`config.mk`:
```
export PLATFORM = sky130hd
export DESIGN_NAME = rv_run_ctrl
export DESIGN_NICKNAME = d
export VERILOG_FILES = /design/src/rtl/rv_pkg.sv /design/src/rtl/rv_cycle_timer.sv /design/src/rtl/rv_run_ctrl.sv
export SDC_FILE = /design/constraint.sdc
export NUM_CORES = 1
export LEC_CHECK = 0
export CORE_ASPECT_RATIO = 1.1
export CORE_MARGIN = 2
export CORE_UTILIZATION = 44
export DETAILED_ROUTE_END_ITERATION = 10
export PLACE_DENSITY_LB_ADDON = 0.08
export SLEW_MARGIN = 20
export SYNTH_ARGS = -nofsm -noshare
export SYNTH_HDL_FRONTEND = slang
export SYNTH_SLANG_ARGS = --single-unit
```
`constraint.sdc`:
```
create_clock -name clk -period 3.3 [get_ports clk]
set_clock_uncertainty 0.1 [all_clocks]
set_input_delay 0.66 -clock clk [delete_from_list [all_inputs] [get_ports clk]]
set_output_delay 0.66 -clock clk [all_outputs]
set_load 0.03 [all_outputs]
```
`src/rtl/rv_pkg.sv`:
```
// Shared definitions for the RISC-V run controller and the core it supervises.
package rv_pkg;

   typedef enum logic [2:0] {
      ST_IDLE   = 3'd0,
      ST_LOAD   = 3'd1,
      ST_HOLD   = 3'd2,
      ST_RUN    = 3'd3,
      ST_FINISH = 3'd4
   } run_state_e;

   localparam logic [31:0] DONE_ADDR_DEF  = 32'h0000_2000;
   localparam logic [31:0] DONE_VALUE_DEF = 32'hCAFE_BABE;

   function automatic logic [31:0] word_to_byte_addr(input logic [15:0] idx);
      return {14'd0, idx, 2'b00};
   endfunction

endpackage

```
`src/rtl/rv_cycle_timer.sv`:
```
// Core-reset hold down-counter plus saturating run-cycle up-counter with timeout detect.
module rv_cycle_timer (
   input  logic        clk_i,
   input  logic        rst_i,
   input  logic        hold_load_i,
   input  logic [31:0] hold_len_i,
   input  logic        hold_en_i,
   output logic        hold_done_o,
   input  logic        run_clr_i,
   input  logic        run_en_i,
   input  logic [31:0] run_limit_i,
   output logic [31:0] run_count_o,
   output logic        run_expire_o
);

   logic [31:0] hold_q, hold_d;
   logic [31:0] run_q, run_d;
   logic [32:0] run_inc;

   always_comb begin
      hold_d = hold_q;
      if (hold_load_i) begin
         hold_d = hold_len_i;
      end else if (hold_en_i && (hold_q != 32'd0)) begin
         hold_d = hold_q - 32'd1;
      end
      hold_done_o = hold_en_i && (hold_q == 32'd0);
   end

   // Expiry looks at the value the counter is about to take, so the limit is reached in-cycle.
   always_comb begin
      run_inc      = {1'b0, run_q} + 33'd1;
      run_expire_o = run_en_i && (run_inc >= {1'b0, run_limit_i});
      run_d        = run_q;
      if (run_clr_i) begin
         run_d = 32'd0;
      end else if (run_en_i) begin
         run_d = run_inc[32] ? 32'hFFFF_FFFF : run_inc[31:0];
      end
   end

   always_ff @(posedge clk_i) begin
      if (rst_i) begin
         hold_q <= 32'd0;
         run_q  <= 32'd0;
      end else begin
         hold_q <= hold_d;
         run_q  <= run_d;
      end
   end

   assign run_count_o = run_q;

endmodule

```
`src/rtl/rv_run_ctrl.sv`:
```
// Program loader and run supervisor: streams a program into IMEM, releases the core,
// and watches the completion mailbox or a timeout.
module rv_run_ctrl
   import rv_pkg::*;
#(
   parameter int          IMEM_WORDS      = 1024,
   parameter int          CORE_RST_CYCLES = 4,
   parameter logic [31:0] TIMEOUT         = 32'd1000000,
   parameter logic [31:0] DONE_ADDR       = DONE_ADDR_DEF,
   parameter logic [31:0] DONE_VALUE      = DONE_VALUE_DEF
) (
   input  logic        clk,
   input  logic        rst,
   input  logic        start,
   input  logic        abort,
   input  logic        ld_valid,
   output logic        ld_ready,
   input  logic [31:0] ld_data,
   input  logic        ld_last,
   output logic        imem_we,
   output logic [31:0] imem_waddr,
   output logic [31:0] imem_wdata,
   output logic        core_rst_n,
   input  logic        dmem_we,
   input  logic [31:0] dmem_addr,
   input  logic [31:0] dmem_wdata,
   output logic        busy,
   output logic        done,
   output logic        pass,
   output logic        timed_out,
   output logic        load_err,
   output logic [31:0] cycle_count,
   output logic [15:0] word_count
);

   localparam logic [15:0] IMEM_LIMIT = 16'(IMEM_WORDS);
   localparam logic [31:0] HOLD_LOAD  = (CORE_RST_CYCLES > 0) ? 32'(CORE_RST_CYCLES - 1) : 32'd0;

   run_state_e  state_q, state_d;
   logic [15:0] word_count_q, word_count_d;
   logic        done_q, done_d;
   logic        pass_q, pass_d;
   logic        timed_out_q, timed_out_d;
   logic        load_err_q, load_err_d;
   logic        busy_q, busy_d;
   logic        core_rst_n_q, core_rst_n_d;

   logic        xfer, wr_ovf, mailbox_hit, restart;
   logic        hold_done, run_expire, run_clr, run_en;
   logic [31:0] run_count;

   assign ld_ready    = (state_q == ST_LOAD);
   assign xfer        = ld_valid && ld_ready;
   assign wr_ovf      = (word_count_q == IMEM_LIMIT);
   assign imem_we     = xfer && !wr_ovf;
   assign imem_waddr  = word_to_byte_addr(word_count_q);
   assign imem_wdata  = ld_data;
   assign mailbox_hit = (state_q == ST_RUN) && dmem_we && (dmem_addr == DONE_ADDR);
   assign restart     = ((state_q == ST_IDLE) || (state_q == ST_FINISH)) && start;
   assign run_clr     = abort || restart;
   assign run_en      = (state_q == ST_RUN) && !abort;

   rv_cycle_timer u_timer (
      .clk_i        (clk),
      .rst_i        (rst),
      .hold_load_i  (state_q != ST_HOLD),
      .hold_len_i   (HOLD_LOAD),
      .hold_en_i    (state_q == ST_HOLD),
      .hold_done_o  (hold_done),
      .run_clr_i    (run_clr),
      .run_en_i     (run_en),
      .run_limit_i  (TIMEOUT),
      .run_count_o  (run_count),
      .run_expire_o (run_expire)
   );

   always_comb begin
      state_d      = state_q;
      word_count_d = word_count_q;
      pass_d       = pass_q;
      timed_out_d  = timed_out_q;
      load_err_d   = load_err_q;
      unique case (state_q)
         ST_IDLE, ST_FINISH: begin
            if (start) begin
               state_d      = ST_LOAD;
               word_count_d = 16'd0;
               pass_d       = 1'b0;
               timed_out_d  = 1'b0;
               load_err_d   = 1'b0;
            end
         end
         ST_LOAD: begin
            if (xfer) begin
               if (wr_ovf) begin
                  load_err_d = 1'b1;
                  pass_d     = 1'b0;
                  state_d    = ST_FINISH;
               end else begin
                  word_count_d = word_count_q + 16'd1;
                  if (ld_last) state_d = ST_HOLD;
               end
            end
         end
         ST_HOLD: begin
            if (hold_done) state_d = ST_RUN;
         end
         ST_RUN: begin
            // A mailbox write wins over a timeout landing in the same cycle.
            if (mailbox_hit) begin
               state_d = ST_FINISH;
               pass_d  = (dmem_wdata == DONE_VALUE);
            end else if (run_expire) begin
               state_d     = ST_FINISH;
               timed_out_d = 1'b1;
               pass_d      = 1'b0;
            end
         end
         default: state_d = ST_IDLE;
      endcase
      if (abort) begin
         state_d      = ST_IDLE;
         word_count_d = 16'd0;
         pass_d       = 1'b0;
         timed_out_d  = 1'b0;
         load_err_d   = 1'b0;
      end
      done_d       = (state_d == ST_FINISH);
      busy_d       = (state_d == ST_LOAD) || (state_d == ST_HOLD) || (state_d == ST_RUN);
      core_rst_n_d = (state_d == ST_RUN);
   end

   always_ff @(posedge clk) begin
      if (rst) begin
         state_q      <= ST_IDLE;
         word_count_q <= 16'd0;
         done_q       <= 1'b0;
         pass_q       <= 1'b0;
         timed_out_q  <= 1'b0;
         load_err_q   <= 1'b0;
         busy_q       <= 1'b0;
         core_rst_n_q <= 1'b0;
      end else begin
         state_q      <= state_d;
         word_count_q <= word_count_d;
         done_q       <= done_d;
         pass_q       <= pass_d;
         timed_out_q  <= timed_out_d;
         load_err_q   <= load_err_d;
         busy_q       <= busy_d;
         core_rst_n_q <= core_rst_n_d;
      end
   end

   assign done        = done_q;
   assign pass        = pass_q;
   assign timed_out   = timed_out_q;
   assign load_err    = load_err_q;
   assign busy        = busy_q;
   assign core_rst_n  = core_rst_n_q;
   assign word_count  = word_count_q;
   assign cycle_count = run_count;

endmodule

```
Word-level counts from Yosys, hierarchy flattened
Cells that the tools add are included.

Output and inout port bits: 120. Input port bits: 103. Bits in registers: 89.

Reductions and logical operators: 30. Equality and inequality tests: 19. Multiplexer cells: 28. Order comparisons: 1. $add $sub $neg: 3.

Operators by type and width (count): 2-to-1 mux 16 bit (3); adder 32 x 1 -> 33 bit (second input constant) (1); greater-or-equal comparator 33 x 20 -> 1 bit (second input constant) (1); equality test 32 x 14 -> 1 bit (second input constant) (1); equality test 32 bit (second input constant) (1); logical NOT 32 bit (1); 2-to-1 mux 32 bit (1); case mux 16 bit (2 select lines) (1); nonzero test 32 bit (1); subtractor 32 x 1 -> 32 bit (second input constant) (1); 2-to-1 mux 3 bit (8); adder 16 x 1 -> 16 bit (second input constant) (1); equality test 16 x 11 -> 1 bit (second input constant) (1); equality test 3 x 2 -> 1 bit (second input constant) (4); case mux 3 bit (4 select lines) (1); AND reduction 4 bit (3); logical AND 1 bit (9); 2-to-1 mux 1 bit (9); inequality test 2 bit (second input constant) (4); OR reduction 2 bit (4); equality test 3 x 1 -> 1 bit (second input constant) (2); equality test 3 bit (second input constant) (2); nonzero test 2 bit (3); AND reduction 5 bit (1); 10 further kinds (17).

Longest topological paths before layout
Gate-level depths: netlist (run 1).

Depth in word-level cells: 10. Depth in mapped cells: 12.

Modules after synthesis
Synthesis (run 1) repeated with hierarchy kept, for this count alone.

Cells, all modules: 818. Area, all modules: 6418.7 um^2.

Modules (own cells, without submodules): rv_cycle_timer (times used 1, sequential area each 1281.2 um^2, area an instance 4488.1 um^2, cells each 572); rv_run_ctrl (times used 1, sequential area each 500.5 um^2, area an instance 1930.6 um^2, cells each 246).

Least setup slack after synthesis (run 1)
Ideal clock, no wire load.

Path kind: register to register. From: reg u_timer.run_q[2] (netlist: u_timer.run_count_o[2]). To: reg busy_q (netlist: busy). Slack: 0.396 ns. Period minus slack after synthesis: 2.904 ns. Cell stages (with the launch flop): 10. Path buffers: 1. Arrival: 2.730 ns. Path through: dfxtp_1 -> buf_2 -> nand4_1 -> nor2_1 -> nand4_2 -> xnor2_1 -> or4_4 -> nor4b_4 -> o21ai_2 -> a31oi_1.

Word-level cells in the longest chain between the ends: 10. Elaborated cells on any way between the ends: 12.

RTL lines: start: declaration (RTL line rv_cycle_timer.sv:17) `logic [31:0] run_q, run_d;`; start signal: assignment (RTL line rv_cycle_timer.sv:48) `run_q <= run_d;`; adder 32 x 1 -> 33 bit (*) (RTL line rv_cycle_timer.sv:32) `run_inc = {1'b0, run_q} + 33'd1;`; greater-or-equal comparator 33 x 20 -> 1 bit (*) (RTL line rv_cycle_timer.sv:33) `run_expire_o = run_en_i && (run_inc >= {1'b0, run_limit_i});`; logical AND 1 bit (*) (RTL line rv_cycle_timer.sv:33); 2-to-1 mux 3 bit (*) (RTL line rv_run_ctrl.sv:113) `end else if (run_expire) begin`; 2-to-1 mux 3 bit (*) (RTL line rv_run_ctrl.sv:110) `if (mailbox_hit) begin`; case mux 3 bit (4 select lines) (*) (RTL line rv_run_ctrl.sv:83) `unique case (state_q)`; 2-to-1 mux 3 bit (*) (RTL line rv_run_ctrl.sv:121) `if (abort) begin`; equality test 3 x 1 -> 1 bit / equality test 3 x 2 -> 1 bit (equally long branches) (RTL line rv_run_ctrl.sv:129) `busy_d = (state_d == ST_LOAD) || (state_d == ST_HOLD) || (state_d == ST_RUN);`; logical OR 1 bit (RTL line rv_run_ctrl.sv:129); logical OR 1 bit (*) (RTL line rv_run_ctrl.sv:129); end signal: assignment (RTL line rv_run_ctrl.sv:150) `busy_q <= busy_d;`; end: declaration (RTL line rv_run_ctrl.sv:45) `logic busy_q, busy_d;`.

Mark *: on every way between the ends. The rest lies on a longest branch, timed or not. A chain may end at the register's enable or synchronous reset.

Final worst setup path (run 1)
From: reg word_count_q[0] (netlist: word_count[0]). To: out imem_we.

Word-level cells in the longest chain between the ends: 3.

RTL lines: start: declaration (RTL line rv_run_ctrl.sv:40) `logic [15:0] word_count_q, word_count_d;`; start signal: assignment (RTL line rv_run_ctrl.sv:145) `word_count_q <= word_count_d;`; equality test 16 x 11 -> 1 bit (RTL line rv_run_ctrl.sv:54) `assign wr_ovf = (word_count_q == IMEM_LIMIT);`; logical NOT 1 bit (RTL line rv_run_ctrl.sv:55) `assign imem_we = xfer && !wr_ovf;`; logical AND 1 bit (RTL line rv_run_ctrl.sv:55); end: declaration (RTL line rv_run_ctrl.sv:20) `output logic imem_we,`.

No other way between the ends.

==> run summary, run 1 <==
The mean instance size in the synthesized netlist came out at 7.970 sq um. The number of filler instances in the final layout came out at 1153. The maximum vdd drop is 0.4799 mV. The internal power consumption is 1.859 mW. The required time at the worst-slack endpoint is 2.54 ns. The flow ran to the end, and the final reports show no timing, DRC or antenna violations. Static timing analysis puts the maximum clock frequency at 316.8 MHz. The quantity of hold-fixing buffers added after cts is 0. The setup slack of the critical path after layout is 0.1439 ns. The core area came out at 12090 sq um. The largest single stage delay on the critical path is 0.63 ns.

The number of antenna cells inserted came out at 0. The total wire length after detailed routing is 15.93 mm. The global route total overflow came out at 0. The sequential share of power is 0.452. The global-route usage over all layers is 0.2346. The most common cell after layout, fill and taps aside is clkdlybuf4s50_1. The number of gates resized after CTS was 0. The worst hold path class is flop to flop.

The chip height is 121.2 um. The final hold violation count is 0. The worst setup path is launched from a flop. After synthesis the netlist holds a flip-flop and latch count of 89.

The congestion estimate from routability-driven global placement came to 0.9308. The number of instances in the synthesized netlist came out at 689. The clock period minus worst slack came out at 3.156 ns. Along the worst path, the maximum fanout reaches 6. Max-cap violations in this run came to 0. The detailed-route DRC error count came out at 0.

Setup repair after global routing left no endpoint under its margin. The data arrival time at the worst-slack endpoint came out at 2.40 ns. The number of synthesized flops with an enable pin is 0.

The number of global-route vias before repair came to 4961. The row count is 42. The portion of the post-synthesis area used by sequential elements is 0.3244. CTS placed an instance of clkbuf_16 at the clock tree root. The gate family responsible for the most delay along the worst path is simple AND/OR/NAND/NOR gates. After detailed routing, the number of vias per cell comes to 5.556.

Entering global routing, the biggest net connects 31 pins. Together, buffers and inverters on the worst path number 2. The total count of max-transition violations in the final report is 0. The transition time at the pin with the least slew margin is 0.6143 ns. For the final routed database, the setup TNS stands at 0 ns. The number of distinct library cell variants in the gate-level netlist after synthesis came out at 70.

TritonCTS built the clock tree. Buffers placed on the I/O ports in this run total 142. For this configuration, the core starts out at a cell density of 0.4543.

The remaining antenna violation count came out at 0. The number of buffers on the longest clock path came out at 2. Walking the worst path, the cells encountered are inv_1 -> ha_1 -> nor4b_1 -> nand4_1 -> and3_1 -> clkdlybuf4s50_1. The area growth from synthesis to layout is 27.48%. The number of setup buffers added after CTS came out at 0. The pre-CTS worst setup slack came out at 0.3700 ns.

In the final layout, the share of cells above drive strength 1 is 0.07878. For the worst-skew pair, the clock arrives at the later sink with an insertion delay of 0.35 ns. Measured along the x axis, the die boundary spans 110.5 um.

The count of clock tree sinks is 89. The share of synthesized registers carrying an async set or reset is 0. Power spread over the standard cell area amounts to 340.8 nW/um^2. The die covers 13390 sq um. Among all flip-flop cells after synthesis, the most frequent one is dfxtp_1.

The analysis attributes to cell leakage a power of 2.360 nW. The area of the mapped netlist is 5492 sq um. The count of warnings emitted by yosys is 0. On the final layout, the worst hold slack is 0.3537 ns. The normalized max-slew margin is 0.5889. The power share of the clock group came out at 0.475. The number of iterations in the first detailed-routing pass came out at 5. Setup violations remaining at the end of the flow were counted as 0. The fraction of the cycle the final worst path needs came out at 0.9564. The number of DRC markers in iteration 0 is 418. The total number of vias is 5228. The number of buffers created by CTS is 9. The combinational share of power is 0.073. The number of primary I/O pins came out at 223.

The H-tree was split into 3 levels. After the last flow step, the layout net total stands at 891. The HPWL after detailed placement is 12.15 mm. Among all stages on the critical path, the largest delay is contributed by clkdlybuf4s50_1. The clock transition at the registers of the reported paths came out at 0.06 ns. The endpoint class of the critical path is an output pin.

The total design power came out at 2.386 mW. The initial antenna violation count came out at 0. The wire length per cell is 16.93 um. The first global-routing pass estimated 25.45 mm of wire.

The critical path class is flop to output pin. The switching share of power is 0.2206. The power dissipated by switching net loads came out at 526.1 uW. Leaving out fill and tap cells, the most frequent cells in the layout are 142 x clkdlybuf4s50_1, 90 x nor2_1, 89 x dfxtp_1.

The core occupancy in the finished layout is 0.5792.
==> path summary, 6_finish.rpt <==
check             slack (ns)    endpoint  cells after the start                    from
setup reg to reg        0.28  state_q[0]                      8  u_timer.run_count_o[2]
setup / recovery        0.14     imem_we                      6           word_count[0]
hold / removal          0.35   timed_out                      2               timed_out
hold reg to reg         0.35   timed_out                      2               timed_out
==> registers in the layout, indices dropped and copies added (netlist names) <==
name                 cells
load_err                 1
state_q                  3
u_timer.hold_q          32
core_rst_n               1
word_count              16
pass                     1
busy                     1
u_timer.run_count_o     32
timed_out                1
done                     1
==> worst min-delay path, delay by kind of cell, from the launching register on <==
| kind | cells | cell delay [ns] |
|---|---|---|
| flops | 1 | 0.33 |
| compound gates | 1 | 0.05 |
| simple gates | 1 | 0.05 |
==> synth_stat cells (all sizes together), types with 14 or more instances <==
library cell	number	area (sq um)
dfxtp	89	1782
clkbuf	20	75.07
buf	75	571.8
a21oi	38	190.2
xor2	18	157.7
nor2	90	337.8
nand3	24	132.6
nand2	51	191.4
nand4	23	156.4
nor3	27	146.4
nor4	23	158.9
o21ai	32	163.9
inv	14	52.55
xnor2	27	236.5
and3	16	105.1
==> final cells by class <==
cell class                      count  area (sq um)  share of cell area
Sequential cell                    89          1782              0.2545
Timing Repair Buffer              163          1579              0.2256
Clock inverter                      5         88.84             0.01269
Clock buffer                       10         239.0             0.03414
Tap cell                          154         192.7             0.02752
Multi-Input combinational cell    506          3067              0.4381
Inverter                           14         52.55            0.007507
==> cell families after synthesis <==
logic type / synth area share
AO/OA/AOI/OAI: 0.1522
buffers and inverters: 0.1274
adder cells (fa/ha/maj): 0.01139
other: 0.0006829
multiplexers: 0.007291
XOR/XNOR: 0.07177
AND/OR/NAND/NOR: 0.3049
flip-flops: 0.3244
==> layer usage <==
layer  GRT usage  routed length (um)  vias to the layer above
li1            -                   -                     2580
met1      0.3047                7140                     2468
met2      0.3984                7683                      159
met3     0.05794                 972                       21
met4     0.04766                 138                        0
met5           0                   0                        -
==> power by group through the flow <==
stage                     clock, mW  sequential (mW)  combinational, mW
after floorplan                   0             1.10              0.153
after global placement            0             1.10              0.171
after detailed placement          0             1.10              0.172
after CTS                      1.16             1.08              0.173
after global routing           1.20             1.08              0.185
final                          1.13             1.08              0.173
==> per-stage QoR <==
stage | instances | instance area, sq um
after global routing | 941 | 7000
after global placement | 926 | 6673
after floorplan | 704 | 5548
final | 941 | 7000
after CTS | 941 | 7000
after detailed placement | 926 | 6673
Power figures use the tool's default switching activity.
==> run 2: changes to the inputs <==
SKIP_LAST_GASP = 1   (was default)
==> results of run 2 <==
The final DEF is identical to that of run 1; final timing and power are the same.
